### config.mk
export PLATFORM = sky130hd
export DESIGN_NAME = frame_mem_arbiter
export DESIGN_NICKNAME = d
export VERILOG_FILES = /design/src/rtl/frame_mem_arbiter.sv
export SDC_FILE = /design/constraint.sdc
export NUM_CORES = 1
export LEC_CHECK = 0
export ABC_AREA = 1
export BUFFER_PORTS_ARGS = -buffer_cell sky130_fd_sc_hd__clkbuf_2
export CORE_UTILIZATION = 46
export DETAILED_ROUTE_END_ITERATION = 10
export PLACE_DENSITY = 0.81
export SYNTH_ARGS = -nofsm -noshare
export SYNTH_HDL_FRONTEND = slang
export SYNTH_SLANG_ARGS = --single-unit
### constraint.sdc
create_clock -name clk -period 1.85 [get_ports clk]
set_input_delay 0.2775 -clock clk [delete_from_list [all_inputs] [get_ports clk]]
set_output_delay 0.2775 -clock clk [all_outputs]
set_load 0.03 [all_outputs]
### src/rtl/frame_mem_arbiter.sv
// frame_mem_arbiter: shares the single frame-memory read port between the VGA
// scan-out and the edge detector. The display phase selects which side has
// priority. A starvation override guarantees the low-priority side a slot.
// Read responses are registered with one cycle of latency.
module frame_mem_arbiter #(
    parameter int unsigned ADDR_W       = 7,
    parameter int unsigned DATA_W       = 64,
    parameter int unsigned STARVE_LIMIT = 8,
    parameter int unsigned CNT_W        = 16
) (
    input  logic              clk,
    input  logic              rst,
    input  logic              blank,
    input  logic              vga_req,
    input  logic [ADDR_W-1:0] vga_addr,
    output logic              vga_gnt,
    output logic [DATA_W-1:0] vga_rdata,
    output logic              vga_rvalid,
    input  logic              ed_req,
    input  logic [ADDR_W-1:0] ed_addr,
    output logic              ed_gnt,
    output logic [DATA_W-1:0] ed_rdata,
    output logic              ed_rvalid,
    output logic [ADDR_W-1:0] mem_addr,
    input  logic [DATA_W-1:0] mem_rdata,
    output logic [CNT_W-1:0]  conflict_cnt
);

    // STARVE_LIMIT is at most 255, so an 8-bit counter always holds it
    localparam int unsigned STARVE_W = 8;
    localparam logic [STARVE_W-1:0] STARVE_MAX = STARVE_W'(STARVE_LIMIT);
    localparam logic [CNT_W-1:0]    CNT_SAT    = {CNT_W{1'b1}};

    typedef enum logic [0:0] {
        VGA_PRIO = 1'b0,
        ED_PRIO  = 1'b1
    } mode_e;

    mode_e               state_q, state_d;

    logic                vga_gnt_c;
    logic                ed_gnt_c;
    logic                both_req_c;

    logic [STARVE_W-1:0] vga_starve_q, vga_starve_d;
    logic [STARVE_W-1:0] ed_starve_q,  ed_starve_d;

    logic [ADDR_W-1:0]   last_addr_q,  last_addr_d;
    logic [ADDR_W-1:0]   mem_addr_c;

    logic [DATA_W-1:0]   vga_rdata_q,  vga_rdata_d;
    logic [DATA_W-1:0]   ed_rdata_q,   ed_rdata_d;
    logic                vga_rvalid_q, vga_rvalid_d;
    logic                ed_rvalid_q,  ed_rvalid_d;

    logic [CNT_W-1:0]    conflict_q,   conflict_d;

    assign both_req_c = vga_req & ed_req;

    // ------------------------------------------------------------------
    // Priority-mode FSM
    // ------------------------------------------------------------------

    // Mode register; the mode lags blank by one cycle
    always_ff @(posedge clk or negedge rst) begin
        if (!rst) begin
            state_q <= VGA_PRIO;
        end else begin
            state_q <= state_d;
        end
    end

    // Next mode follows the display phase
    always_comb begin
        state_d = state_q;
        case (state_q)
            VGA_PRIO: if (blank)  state_d = ED_PRIO;
            ED_PRIO:  if (!blank) state_d = VGA_PRIO;
            default:  state_d = VGA_PRIO;
        endcase
    end

    // Grant decode: at most one grant; a saturated low-priority counter overrides the mode
    always_comb begin
        vga_gnt_c = 1'b0;
        ed_gnt_c  = 1'b0;
        if (rst) begin
            if (vga_req && !ed_req) begin
                vga_gnt_c = 1'b1;
            end else if (ed_req && !vga_req) begin
                ed_gnt_c = 1'b1;
            end else if (both_req_c) begin
                case (state_q)
                    VGA_PRIO: begin
                        if (ed_starve_q == STARVE_MAX) ed_gnt_c  = 1'b1;
                        else                           vga_gnt_c = 1'b1;
                    end
                    ED_PRIO: begin
                        if (vga_starve_q == STARVE_MAX) vga_gnt_c = 1'b1;
                        else                            ed_gnt_c  = 1'b1;
                    end
                    default: vga_gnt_c = 1'b1;
                endcase
            end
        end
    end

    // ------------------------------------------------------------------
    // Memory address path
    // ------------------------------------------------------------------

    // Drive the granted address; hold the last served address when idle
    always_comb begin
        mem_addr_c  = last_addr_q;
        last_addr_d = last_addr_q;
        if (vga_gnt_c) begin
            mem_addr_c  = vga_addr;
            last_addr_d = vga_addr;
        end else if (ed_gnt_c) begin
            mem_addr_c  = ed_addr;
            last_addr_d = ed_addr;
        end
    end

    // ------------------------------------------------------------------
    // Starvation counters
    // ------------------------------------------------------------------

    // Count consecutive denied cycles; clear on grant or withdrawal, saturate at the limit
    always_comb begin
        vga_starve_d = vga_starve_q;
        ed_starve_d  = ed_starve_q;

        if (!vga_req || vga_gnt_c) begin
            vga_starve_d = '0;
        end else if (vga_starve_q != STARVE_MAX) begin
            vga_starve_d = vga_starve_q + STARVE_W'(1);
        end

        if (!ed_req || ed_gnt_c) begin
            ed_starve_d = '0;
        end else if (ed_starve_q != STARVE_MAX) begin
            ed_starve_d = ed_starve_q + STARVE_W'(1);
        end
    end

    // ------------------------------------------------------------------
    // Read responses and statistics
    // ------------------------------------------------------------------

    // Capture memory data for whichever side was granted this cycle
    always_comb begin
        vga_rdata_d  = vga_rdata_q;
        ed_rdata_d   = ed_rdata_q;
        vga_rvalid_d = vga_gnt_c;
        ed_rvalid_d  = ed_gnt_c;
        if (vga_gnt_c) vga_rdata_d = mem_rdata;
        if (ed_gnt_c)  ed_rdata_d  = mem_rdata;
    end

    // Saturating count of cycles where both sides request
    always_comb begin
        conflict_d = conflict_q;
        if (both_req_c && (conflict_q != CNT_SAT)) begin
            conflict_d = conflict_q + CNT_W'(1);
        end
    end

    // Datapath and counter registers
    always_ff @(posedge clk or negedge rst) begin
        if (!rst) begin
            vga_starve_q <= '0;
            ed_starve_q  <= '0;
            last_addr_q  <= '0;
            vga_rdata_q  <= '0;
            ed_rdata_q   <= '0;
            vga_rvalid_q <= 1'b0;
            ed_rvalid_q  <= 1'b0;
            conflict_q   <= '0;
        end else begin
            vga_starve_q <= vga_starve_d;
            ed_starve_q  <= ed_starve_d;
            last_addr_q  <= last_addr_d;
            vga_rdata_q  <= vga_rdata_d;
            ed_rdata_q   <= ed_rdata_d;
            vga_rvalid_q <= vga_rvalid_d;
            ed_rvalid_q  <= ed_rvalid_d;
            conflict_q   <= conflict_d;
        end
    end

    assign vga_gnt      = vga_gnt_c;
    assign ed_gnt       = ed_gnt_c;
    assign mem_addr     = mem_addr_c;
    assign vga_rdata    = vga_rdata_q;
    assign vga_rvalid   = vga_rvalid_q;
    assign ed_rdata     = ed_rdata_q;
    assign ed_rvalid    = ed_rvalid_q;
    assign conflict_cnt = conflict_q;

endmodule

==> metrics.md <==
| Metric | Value |
|---|---|
| Net count after synthesis | `845` |
| Placement-stage cell area | `8770 µm²` |
| Post-detailed-route count of antenna-violating nets | `0` |
| Hold violation total from the final report | `21` |
| PwrDens | `1032 nW/µm²` |
| Fin crit share | `1.253` |
| First-pass GRT wire length | `29.61 mm` |
| Synth area leaders | `dfrtp_1 (60%), nand2_1 (9.6%), o21ai_0 (7.4%)` |
| Chip Width | `126.2 µm` |
| Final instance area | `11550 µm²` |
| Combined area of the multi-input logic cells | `3159 µm²` |
| Reg2Reg Setup Slack | `-0.36 ns` |
| Timing-limited maximum frequency | `0.4315 GHz` |
| Detail-routed via count per cell | `5.170` |
| Most prevalent standard cell on the critical path | `nand3_4` |
| Wirelength, routed | `24.17 mm` |
| Register area | `4254 µm²` |
| Gate Count Post-Synth | `757` |
| Nets | `1164` |
| Syn. warnings | `0` |
| First-pass iteration count of the detailed router | `5` |
| Reg-to-reg endpoint | `vga_rdata[17]` |
| Clock tree from TritonCTS | `yes` |
| Ratio of cells with drive above 1 in the final layout | `0.5427` |
| Dominant cell type by area after synthesis | `dfrtp_1` |
| Minimum setup slack in the final design | `-0.4672 ns` |
| Clock Latency Late Sink | `0.43 ns` |
| Floorplan die height | `126.2 µm` |
| Max IR drop VDD | `0.0007491 V` |
| Worst slew margin | `0.3786` |
| Longest individual stage delay on the worst path | `0.39 ns` |
| Setup repair after global routing missed its margin | `true` |
| Main flop type after synthesis | `dfrtp_1` |
| Total of buffers placed on input and output ports | `237` |
| Total track usage | `0.2409` |
| Sort of element at the start of the critical path | `register` |
| DR DRC count | `0` |
| Critical Path End Type | `primary output` |
| Depth of the most critical reg-to-reg path | `15` |
| Path category of the worst min-delay check | `input pin to async pin` |
| Pin count of the biggest net entering global routing | `165` |
| CP max FO | `8` |
| Area share of the largest cell type after synthesis | `0.5992` |
| Cell area after technology mapping | `7099 µm²` |
| Clock-pin slew reported for the worst setup and hold paths after clock tree synthesis | `0.07 ns` |
| Total number of H-tree levels | `4` |
| Number of fill cells | `921` |
| Flip-flop and latch count after synthesis | `170` |
| Number of global-route vias before repair | `5856` |
| Tot Pwr | `11.92 mW` |
| Routed vias | `6602` |
| EDFF count, synth | `0` |
| Layout overhead on the synthesized area | `62.67%` |
| Max-cap violation count | `0` |
| Final setup violating endpoints | `153` |
| Slowest cell on crit path | `dfrtp_1` |
| Detailed router's first-iteration violation count | `431` |
| TritonCTS Sinks | `170` |
| Worst Path Required | `1.57 ns` |
| N_diodes | `0` |
| Final Max Tran Viols | `0` |
| Async set-reset flop share out of synthesis | `1.000` |
| Floorplan row count | `45` |
| Crit path DAT | `2.04 ns` |
| Distinct cells, synth | `27` |
| Maximum clock path buffer count | `2` |
| Final weighted congestion in routability-driven placement | `0.8232` |
| Leftover overflow at the end of global routing | `0` |
| Initial antenna violation count | `0` |
| Violated checks | `negative hold slack, negative setup slack` |
| Minimum setup slack after placement | `-0.04970 ns` |
| Leakage power of the design | `6.019 nW` |
| Total CTS buffers | `17` |
| Count of pins on the block boundary | `238` |
| Critical path buffers and inverters | `2` |
| Worst-path cell chain | `inv_2 > ha_4 > nand3_4 > o21ai_4 > nand3_4 > nand2_8 > nand2_2 > nand3_4 > nand2_4 > buf_8` |
| Origin of the critical flop-to-flop path | `vga_starve_q[1]` |
| CP top delay family | `simple AND/OR/NAND/NOR gates` |
| Final Util | `0.7625` |
| Avg Inst Size Synth | `9.378 µm²` |
| Largest clock skew in the final design | `0.01103 ns` |
| Core region area | `15150 µm²` |
| Sequential share of the synthesized area | `0.5992` |
| CP Class | `register to primary output` |
| Final hold slack | `-0.05805 ns` |
| Placed wire-length estimate after detailed placement | `11.36 mm` |
| Clock root buffer master | `clkbuf_16` |
| Die Outline Area | `15930 µm²` |
| Time the final worst path needs with I/O delays and setup | `2.317 ns` |
| Detailed-route wire length per cell | `18.93 µm` |
| Initial core utilization | `0.4687` |
| Run status | `finished, violations left` |
| Slew of the pin with the lowest slew margin | `0.9321 ns` |
cells by family (layout without fill, tap and decap cells):
logic type,after synthesis,in the layout,share of synthesized area
and+or+nand+nor,279,280,0.1687
adders and majority gates,5,5,0.008812
AOI/OAI and AO/OA,139,139,0.1091
DFF,170,170,0.5992
buffers and inverters,141,472,0.08583
xor gates and xnor gates,23,23,0.02837
worst max path at each step:
stage | from | end | slack, ns | cells after the start
after floorplan | ed_starve_q[0] | mem_addr[0] | -0.02 | 12
after global placement | vga_starve_q[0] | mem_addr[1] | -0.004 | 11
after detailed placement | vga_starve_q[0] | mem_addr[4] | -0.05 | 11
after CTS | ed_starve_q[1] | mem_addr[4] | -0.45 | 12
after global routing | ed_starve_q[1] | mem_addr[1] | -0.57 | 12
final | vga_starve_q[1] | mem_addr[1] | -0.47 | 10
worst reg2reg max path: stages (launching register included):
cell and delay, ns:
dfrtp_1 0.39, inv_2 0.07, ha_4 0.14, nand3_4 0.09, o21ai_4 0.19, nand2_2 0.10
nand2_4 0.10, buf_6 0.13, nand2_8 0.08, buf_6 0.15, buf_12 0.13, buf_12 0.15
buf_12 0.13, buf_16 0.13, nand2_2 0.07, o21ai_2 0.05
what timing repair did:
item,4_1_cts,5_1_grt
pin swaps,2,20
buffers inserted,5,12
gates cloned,11,33
resized for setup,60,329
endpoints found under the hold margin,7,0
hold buffers,2,0
endpoints found under the setup margin,61,162
per-stage QoR:
step                std cells   TNS [ns]
finish                   1277     -33.43
global route             1277     -48.12
CTS                      1232     -17.81
detailed placement       1182    -0.5084
global placement         1182  -0.008945
floorplan                 757    -0.1069
power by group:
| group | internal [mW] | switching (mW) | total (mW) | leakage [nW] |
|---|---|---|---|---|
| clock | 1.84 | 1.70 | 3.54 | 0.287 |
| combinational | 1.33 | 2.33 | 3.66 | 3.60 |
| sequential | 4.25 | 0.467 | 4.72 | 2.14 |
state kept, by name, indices dropped and copies added (netlist names):
name,count
state_q,1
ed_rdata,64
ed_rvalid,1
conflict_cnt,16
last_addr_q,7
ed_starve_q,8
vga_starve_q,8
vga_rdata,64
vga_rvalid,1
per-layer routing:
layer	global-route usage	part of all wire
met4	0.07229	0.025
met2	0.4049	0.51
met5	0	0
met3	0.07307	0.071
met1	0.2994	0.40
cell usage after synthesis, types with 5 or more instances:
cell,instances
nand2_2,19
inv_1,108
o21ai_1,10
nand3_1,26
buf_6,6
xor2_1,16
nor3_1,15
buf_2,18
nor2_1,28
o21ai_2,21
xnor2_1,7
nand2_1,181
ha_1,5
dfrtp_1,170
o21ai_0,105
cell type report:
class | count | share of cell area
clock buffers | 18 | 0.03803
clock inverters | 14 | 0.01289
inverters | 109 | 0.03694
multi-input cells | 447 | 0.2736
flip-flops and latches | 170 | 0.3684
well taps | 188 | 0.02037
repair buffers | 330 | 0.2493
repair inverters | 1 | 0.0005417
cells in the final DEF, fill, tap and decap left out, types with 4 or more instances in the layout:
| cell | n |
|---|---|
| clkbuf_2 | 227 |
| dfrtp_1 | 170 |
| inv_1 | 105 |
| nand2_2 | 77 |
| nand2_1 | 76 |
| o21ai_2 | 70 |
| o21ai_1 | 53 |
| nand2_4 | 45 |
| clkbuf_16 | 41 |
| buf_4 | 30 |
| nor2_1 | 24 |
| nand3_1 | 18 |
| xor2_1 | 16 |
| buf_16 | 15 |
| buf_8 | 12 |
| buf_6 | 11 |
| o21ai_0 | 10 |
| buf_12 | 9 |
| nor3_1 | 8 |
| xnor2_1 | 7 |
| nand3_4 | 6 |
| nor3_2 | 6 |
| inv_6 | 5 |
| inv_8 | 5 |
| nand3_2 | 4 |
| nand2_8 | 4 |
| nand4_1 | 4 |
No activity file was read; power rests on OpenSTA's default activity.
